### src/rtl/sd_emmc_cmd_arbiter.sv
// sd_emmc_cmd_arbiter
// Collects command requests from N_CH sources, arbitrates them (round-robin
// or fixed priority), issues one command at a time to the command serial
// host and returns completion, response and timeout status to the owner.
module sd_emmc_cmd_arbiter #(
    parameter int N_CH   = 4,
    parameter int CMD_W  = 40,
    parameter int SET_W  = 2,
    parameter int RESP_W = 120,
    parameter int TO_W   = 24,
    parameter int RR_EN  = 1
) (
    input  logic                    sd_clk,
    input  logic                    rst,
    input  logic [N_CH-1:0]         start_xfr_i,
    input  logic [N_CH*CMD_W-1:0]   cmd_i,
    input  logic [N_CH*SET_W-1:0]   setting_i,
    input  logic [TO_W-1:0]         timeout_cycles,
    input  logic                    finish_i,
    input  logic [RESP_W-1:0]       response_i,
    input  logic                    crc_ok_i,
    input  logic                    index_ok_i,
    output logic [CMD_W-1:0]        cmd_o,
    output logic [SET_W-1:0]        setting_o,
    output logic                    start_xfr_o,
    output logic [N_CH-1:0]         grant_o,
    output logic                    busy_o,
    output logic [N_CH-1:0]         done_o,
    output logic [N_CH-1:0]         timeout_o,
    output logic [N_CH-1:0]         drop_o,
    output logic [RESP_W-1:0]       response_o,
    output logic                    crc_ok_o,
    output logic                    index_ok_o
);

    // state | meaning
    // IDLE  | no transaction; grant the next pending channel if any
    // ISSUE | start_xfr_o pulse to the serial host
    // WAIT  | waiting for finish_i or timeout expiry
    // DONE  | done_o/timeout_o pulse to the owner, release grant
    typedef enum logic [1:0] {S_IDLE, S_ISSUE, S_WAIT, S_DONE} state_t;

    localparam int PTR_W = $clog2(N_CH);

    state_t               state_q, state_d;
    logic [N_CH-1:0]      pending_q;
    logic [CMD_W-1:0]     cmd_lat_q [N_CH];
    logic [SET_W-1:0]     set_lat_q [N_CH];
    logic [PTR_W-1:0]     rr_ptr_q;
    logic [PTR_W-1:0]     grant_idx_q;
    logic [TO_W-1:0]      to_cnt_q;
    logic                 to_en_q;
    logic                 to_flag_q;

    logic                 win_valid;
    logic [PTR_W-1:0]     win_idx;
    logic [PTR_W-1:0]     cand;
    logic [N_CH-1:0]      win_onehot;
    logic [N_CH-1:0]      grant_clr;
    logic                 expire;

    // Winner search: the candidate closest after the pointer (or lowest index)
    // is visited last, so it overrides the others.
    always_comb begin
        win_valid  = 1'b0;
        win_idx    = '0;
        cand       = '0;
        win_onehot = '0;
        for (int i = N_CH; i >= 1; i--) begin
            if (RR_EN != 0) cand = PTR_W'((int'(rr_ptr_q) + i) % N_CH);
            else            cand = PTR_W'(i - 1);
            if (pending_q[cand]) begin
                win_valid = 1'b1;
                win_idx   = cand;
            end
        end
        win_onehot[win_idx] = win_valid;
    end

    assign grant_clr = (state_q == S_IDLE) ? win_onehot : '0;
    assign expire    = to_en_q && (to_cnt_q == TO_W'(1));

    // Request latches; a request coinciding with its own grant stays pending.
    always_ff @(posedge sd_clk) begin
        if (rst) begin
            pending_q <= '0;
            drop_o    <= '0;
            for (int k = 0; k < N_CH; k++) begin
                cmd_lat_q[k] <= '0;
                set_lat_q[k] <= '0;
            end
        end else begin
            for (int k = 0; k < N_CH; k++) begin
                drop_o[k] <= 1'b0;
                if (start_xfr_i[k]) begin
                    pending_q[k] <= 1'b1;
                    cmd_lat_q[k] <= cmd_i[k*CMD_W +: CMD_W];
                    set_lat_q[k] <= setting_i[k*SET_W +: SET_W];
                    drop_o[k]    <= pending_q[k] & ~grant_clr[k];
                end else if (grant_clr[k]) begin
                    pending_q[k] <= 1'b0;
                end
            end
        end
    end

    // FSM state register.
    always_ff @(posedge sd_clk) begin
        if (rst) state_q <= S_IDLE;
        else     state_q <= state_d;
    end

    // Next-state and decoded outputs.
    always_comb begin
        state_d     = state_q;
        start_xfr_o = 1'b0;
        busy_o      = 1'b1;
        done_o      = '0;
        timeout_o   = '0;
        case (state_q)
            S_IDLE: begin
                busy_o = 1'b0;
                if (win_valid) state_d = S_ISSUE;
            end
            S_ISSUE: begin
                start_xfr_o = 1'b1;
                state_d     = S_WAIT;
            end
            S_WAIT: begin
                if (finish_i || expire) state_d = S_DONE;
            end
            S_DONE: begin
                done_o    = grant_o;
                timeout_o = to_flag_q ? grant_o : '0;
                state_d   = S_IDLE;
            end
            default: state_d = S_IDLE;
        endcase
    end

    // Transaction datapath: grant/command capture, timeout counter, results.
    always_ff @(posedge sd_clk) begin
        if (rst) begin
            grant_o     <= '0;
            grant_idx_q <= '0;
            cmd_o       <= '0;
            setting_o   <= '0;
            rr_ptr_q    <= PTR_W'(N_CH - 1);
            to_cnt_q    <= '0;
            to_en_q     <= 1'b0;
            to_flag_q   <= 1'b0;
            response_o  <= '0;
            crc_ok_o    <= 1'b0;
            index_ok_o  <= 1'b0;
        end else begin
            case (state_q)
                S_IDLE: begin
                    if (win_valid) begin
                        grant_o     <= win_onehot;
                        grant_idx_q <= win_idx;
                        cmd_o       <= cmd_lat_q[win_idx];
                        setting_o   <= set_lat_q[win_idx];
                        to_cnt_q    <= timeout_cycles;
                        to_en_q     <= (timeout_cycles != '0);
                        to_flag_q   <= 1'b0;
                    end
                end
                S_WAIT: begin
                    if (finish_i) begin
                        response_o <= response_i;
                        crc_ok_o   <= crc_ok_i;
                        index_ok_o <= index_ok_i;
                    end else if (expire) begin
                        to_flag_q <= 1'b1;
                    end else begin
                        to_cnt_q <= to_cnt_q - TO_W'(1);
                    end
                end
                S_DONE: begin
                    rr_ptr_q <= grant_idx_q;
                    grant_o  <= '0;
                end
                default: ;
            endcase
        end
    end

endmodule
### config.mk
export PLATFORM = sky130hd
export DESIGN_NAME = sd_emmc_cmd_arbiter
export DESIGN_NICKNAME = d
export VERILOG_FILES = /design/src/rtl/sd_emmc_cmd_arbiter.sv
export SDC_FILE = /design/constraint.sdc
export NUM_CORES = 1
export LEC_CHECK = 0
export ABC_AREA = 1
export BUFFER_PORTS_ARGS = -buffer_cell sky130_fd_sc_hd__buf_2
export CORE_AREA = 4 4 195 197
export CTS_BUF_LIST = sky130_fd_sc_hd__clkbuf_2
export DETAILED_ROUTE_END_ITERATION = 6
export DIE_AREA = 0 0 199 201
export PLACE_DENSITY_LB_ADDON = 0.1
export SETUP_SLACK_MARGIN = 0.4
export SLEW_MARGIN = 10
export SYNTH_ARGS = -nofsm -noshare
export SYNTH_HDL_FRONTEND = slang
export SYNTH_SLANG_ARGS = --single-unit
### constraint.sdc
create_clock -name sd_clk -period 2.27 [get_ports sd_clk]
set_clock_uncertainty 0.15 [all_clocks]
set_input_delay 0.227 -clock sd_clk [delete_from_list [all_inputs] [get_ports sd_clk]]
set_output_delay 0.227 -clock sd_clk [all_outputs]
set_load 0.005 [all_outputs]
==> results of run 1 <==
[cell usage after synthesis]
library cell,count
a211oi_1,4
a21boi_1,1
a21oi_1,29
a31o_2,1
a31oi_1,2
a41oi_1,1
buf_1,12
buf_2,14
buf_4,10
buf_6,5
clkbuf_1,71
clkinv_1,1
dfxtp_1,208
edfxtp_1,168
ha_1,6
inv_1,264
inv_2,5
inv_4,1
nand2_1,183
nand2_2,2
nand2_4,1
nand3_1,107
nand3_2,1
nand3b_1,1
nand4_1,10
nor2_1,612
nor2_4,1
nor3_1,5
nor3b_1,1
nor4_1,4
o211a_1,2
o211ai_1,5
o21ai_0,212
o21ai_1,36
o22ai_1,2
or2_2,5
xnor2_1,3
xor2_1,5
[kinds of logic after synthesis]
logic type,count (synthesis)
flip-flops,376
adder cells (fa/ha/maj),6
XOR/XNOR,8
AO/OA/AOI/OAI,295
AND/OR/NAND/NOR,933
buffers and inverters,383
[stage by stage]
stage | utilization [%] | worst slack, ps | instances | cell area [um2]
after floorplan | - | 408 | 2001 | 16100
after global placement | 53.2 | 146 | 2895 | 19300
after detailed placement | 53.2 | 105 | 2895 | 19300
==> results.toml, run 1 <==
[outcome]
status = "stopped before the end"
lastStage = "clock tree synthesis (4_1_cts)"
stop_error = "[ERROR RSZ-0060] Max buffer count reached."

[synthesis]
synthCells = 2001
synthAdderAreaFrac_pct = 0.465
synthMuxAreaShare_pct = 0
ys_seq_elements = 376
synth.avg_cell_area_um2 = 8.06
synth_top_family_by_area = "simple AND/OR/NAND/NOR gates"
synth_area_leaders = "edfxtp_1, dfxtp_1, nor2_1, o21ai_0, inv_1"
synth.distinct_cells = 38
synthXorXnorAreaFrac_pct = 0.434
netlist_area_um2 = 16100
synth_top_area_share_pct = 31.3
synth_compound_area_share_pct = 9.45
synthSimpleGateAreaFrac_pct = 23.1
synth_area_leader_cell = "edfxtp_1"
synth_nets = 2328
ys_seq_area_share_pct = 57.1
yosys_warnings = 0

[die]
rows = 70
die_h_um = 201
dieWidth_um = 199
initial_utilization_pct = 44.5
io_pins = 503

[placed_design]
gp_congestion = 0.906
port_buffers = 502
hpwl_mm = 35.4

[clock_network]
cts_root_buffer = "clkbuf_2"
post-cts-setup-buffers = 40
cts_htree_levels = 3
cts.sinks = 376
ctsHoldBuffers = 631
cts_buffers = 98
clockBufferDepth = 3
cts.repair.resized = 499
==> inputs of run 2 (changes only) <==
--- a/config.mk
+++ b/config.mk
@@ -7,12 +7,10 @@
 export LEC_CHECK = 0
 export ABC_AREA = 1
 export BUFFER_PORTS_ARGS = -buffer_cell sky130_fd_sc_hd__buf_2
-export CORE_AREA = 4 4 195 197
-export CTS_BUF_LIST = sky130_fd_sc_hd__clkbuf_2
+export CORE_AREA = 4 4 237 239
 export DETAILED_ROUTE_END_ITERATION = 6
-export DIE_AREA = 0 0 199 201
-export PLACE_DENSITY_LB_ADDON = 0.1
-export SETUP_SLACK_MARGIN = 0.4
+export DIE_AREA = 0 0 241 243
+export PLACE_DENSITY_LB_ADDON = 0.15
 export SLEW_MARGIN = 10
 export SYNTH_ARGS = -nofsm -noshare
 export SYNTH_HDL_FRONTEND = slang
==> run 2 against run 1 <==
The flow now finishes without violations. Synthesized cell count unchanged. Area after synthesis unchanged.
==> results.toml, run 2 <==
[synthesis]
yosys_warnings = 0
ys_async_sr_fraction_pct = 0
synth.distinct_cells = 38
synth_nets = 2328
netlist_area_um2 = 16100
ys_seq_elements = 376
synth.avg_cell_area_um2 = 8.06
synth_edf_count = 168
synth_area_leader_cell = "edfxtp_1"
yosysMostFrequentCell = "nor2_1"
synth_area_leaders = "edfxtp_1, dfxtp_1, nor2_1, o21ai_0, inv_1"
synth_top_area_share_pct = 31.3
synthCells = 2001
ys_seq_area_share_pct = 57.1
ys.flop_type = "dfxtp_1"
synth_commonest_cells = "nor2_1, inv_1, o21ai_0, dfxtp_1, nand2_1"

[critical_path]
critPathLaunchType = "flip-flop"
r2r_end = "cmd_o[4]"
cp_data_arrival_time_ps = 2520
critPathCaptureType = "flip-flop"
reg2reg_setup_slack_ps = 100
cpMostUsedCell = "nand2_1"
critPathMaxFanout = 19
slowest_delay_ps = 420
worstSetupPathType = "flip-flop to flip-flop"
critical_path.slowest_cell = "dfxtp_4"
worst-path-stages = 16
critPathBufInv = 4
crit_family = "simple AND/OR/NAND/NOR gates"
critPathRequiredTime_ps = 2620
rr_worst_depth = 16
r2r-start = "rr_ptr_q[0]"
crit_chain = "inv_6 > nand2_1 > nand2_2 > nand2_1 > nand2_1 > inv_2 > nand2_1 > nand2_2 > nand2_8 > nor2_4 > buf_12 > clkbuf_16 > nand2_1 > nand3_1 > nor2_1 > nor2_1"

[min_path]
hp-start = "start_xfr_i[2]"
hp-class = "input pin to flip-flop"
holdPathStages = 4
min_to = "pending_q[2]"

[power]
power_mw = 26.5
sequentialPowerShare_pct = 34.9
combPwrFrac_pct = 37.6
vdd_drop_max_uv = 581
p_switching_mw = 9.64
p_sw_share_pct = 36.3
pwr-share-clk_pct = 27.5
p_int_mw = 16.9
leakagePower_nw = 11.6
powerDensity_nw_per_um2 = 1090

[grt]
grtUsageTotal_pct = 19.0
grt_max_degree = 123
grt_pass1_wl_mm = 88.1
antenna_found_initial = 2
overflow = 0
grt_pass1_vias = 15994

[final_layout]
synthToLayoutAreaGrowth_pct = 51.5
fin_util_pct = 45.4
largest_reg_flops = 160
reg_top3 = "cmd_lat_q x160, response_o x120, cmd_o x40"
mostFrequentLayoutCell = "nor2_1"
design_area_um2 = 24400
top_register = "cmd_lat_q"
drive_gt1_share_pct = 23.0
fin_nets = 3130
fin_cells = 3538
mostFrequentLayoutCells = "nor2_1, buf_2, dlygate4sd3_1"
fillers = 5218

[run]
cap_violations = 0

[clock_network]
cts.sinks = 376
clockBufferDepth = 3
cts.clk_slew.worst_paths_ps = 60
insertion_delay_ps = 560
cts_htree_levels = 2
cts_tree = "yes"
cts_buffers = 45
cts_root_buffer = "clkbuf_16"

[drt]
viasPerCell = 4.51
drt-initial-drc-count = 897
drtPass1Iterations = 6
vias = 15969
drt_wl_total_mm = 59.4
drc_errors = 0
drtAntennaViolNets = 0
wl_per_cell_um = 16.8

[placed_design]
gp_congestion = 0.835
port_buffers = 502
post-place-cells = 3125
post_dp_cell_area_um2 = 19600
dp_slack_ps = 16.0
hpwl_mm = 39.4

[sta]
setup_slack_ps = 95.1
setup_tns_ps = 0
fmax_ghz = 0.460
hold_viol = 0
layout_worst_path_cycle_share_pct = 95.8
drv_slew = 0
setup_viol_count_final = 0
timing_worst_slew_pin_value_ps = 583
min_period_ps = 2170
finalHoldWorstSlack_ps = 111
slew_headroom_pct = 61.2

[die]
core-area_um2 = 53800
die_area_um2 = 58600
initial_utilization_pct = 30.0
die_h_um = 243
dieWidth_um = 241
rows = 85
io_pins = 503

[outcome]
status = "finished, final reports clean"
## run 2: cell counts after synthesis
No cell type changed its count.
## run 2: logic make-up after synthesis
kind of cell,Yosys count,share of synthesized area [%]
xor gates and xnor gates,8,0.434
and+or+nand+nor,933,23.1
AOI/OAI and AO/OA,295,9.45
buffers and inverters,383,9.50
DFF,376,57.1
adders and majority gates,6,0.465
## run 2: worst max path at each step
stage                     slack (ps)      endpoint   startpoint
final                            100      cmd_o[4]  rr_ptr_q[0]
after global routing             -30     cmd_o[19]  rr_ptr_q[0]
after CTS                         50     cmd_o[20]  rr_ptr_q[1]
after detailed placement          20     cmd_o[20]  rr_ptr_q[0]
after global placement           130     cmd_o[17]  rr_ptr_q[0]
after floorplan                  340  to_cnt_q[18]   state_q[0]
## run 2: tightest hold or removal path: stages
cell	delay (ps)
buf_2	120
nand2_2	60
buf_4	240
o21ai_1	120
## run 2: what timing repair did
action | CTS | global route
gates resized for setup | 2 | 19
pin swaps | 0 | 8
hold buffers | 320 | 0
cloned | 0 | 3
setup buffers | 0 | 4
hold endpoints to repair | 323 | 0
setup endpoints to repair | 7 | 43
## run 2: routing by layer
| metal | share of wire (%) | wire length, um | global-route usage (%) | up-vias |
|---|---|---|---|---|
| met5 | 0 | 0 | 0 | - |
| met1 | 42 | 24700 | 23.0 | 7376 |
| met4 | 2.6 | 1550 | 5.89 | 0 |
| met3 | 6.6 | 3910 | 3.96 | 97 |
| met2 | 49 | 29300 | 33.7 | 545 |
| li1 | - | - | - | 7951 |
## run 2: final cells by class
type | instances | area (um2) | area share [%]
clock inverter | 18 | 203 | 0.829
inverter | 271 | 1030 | 4.20
clock buffer | 66 | 1300 | 5.31
sequential | 376 | 9220 | 37.7
antenna | 2 | 5.00 | 0.0205
multi-input combinational | 1242 | 5470 | 22.4
tap | 696 | 871 | 3.56
timing repair buffer | 867 | 6360 | 26.0
## run 2: power groups by stage
stage | Combinational [mW] | Clock, mW | Sequential [mW]
after floorplan | 5.72 | 0 | 9.25
after global placement | 9.04 | 0 | 9.38
after detailed placement | 9.17 | 0 | 9.39
after CTS | 9.63 | 7.53 | 9.27
after global routing | 11.2 | 7.80 | 9.41
final | 9.98 | 7.29 | 9.26
Power figures use the tool's default switching activity.
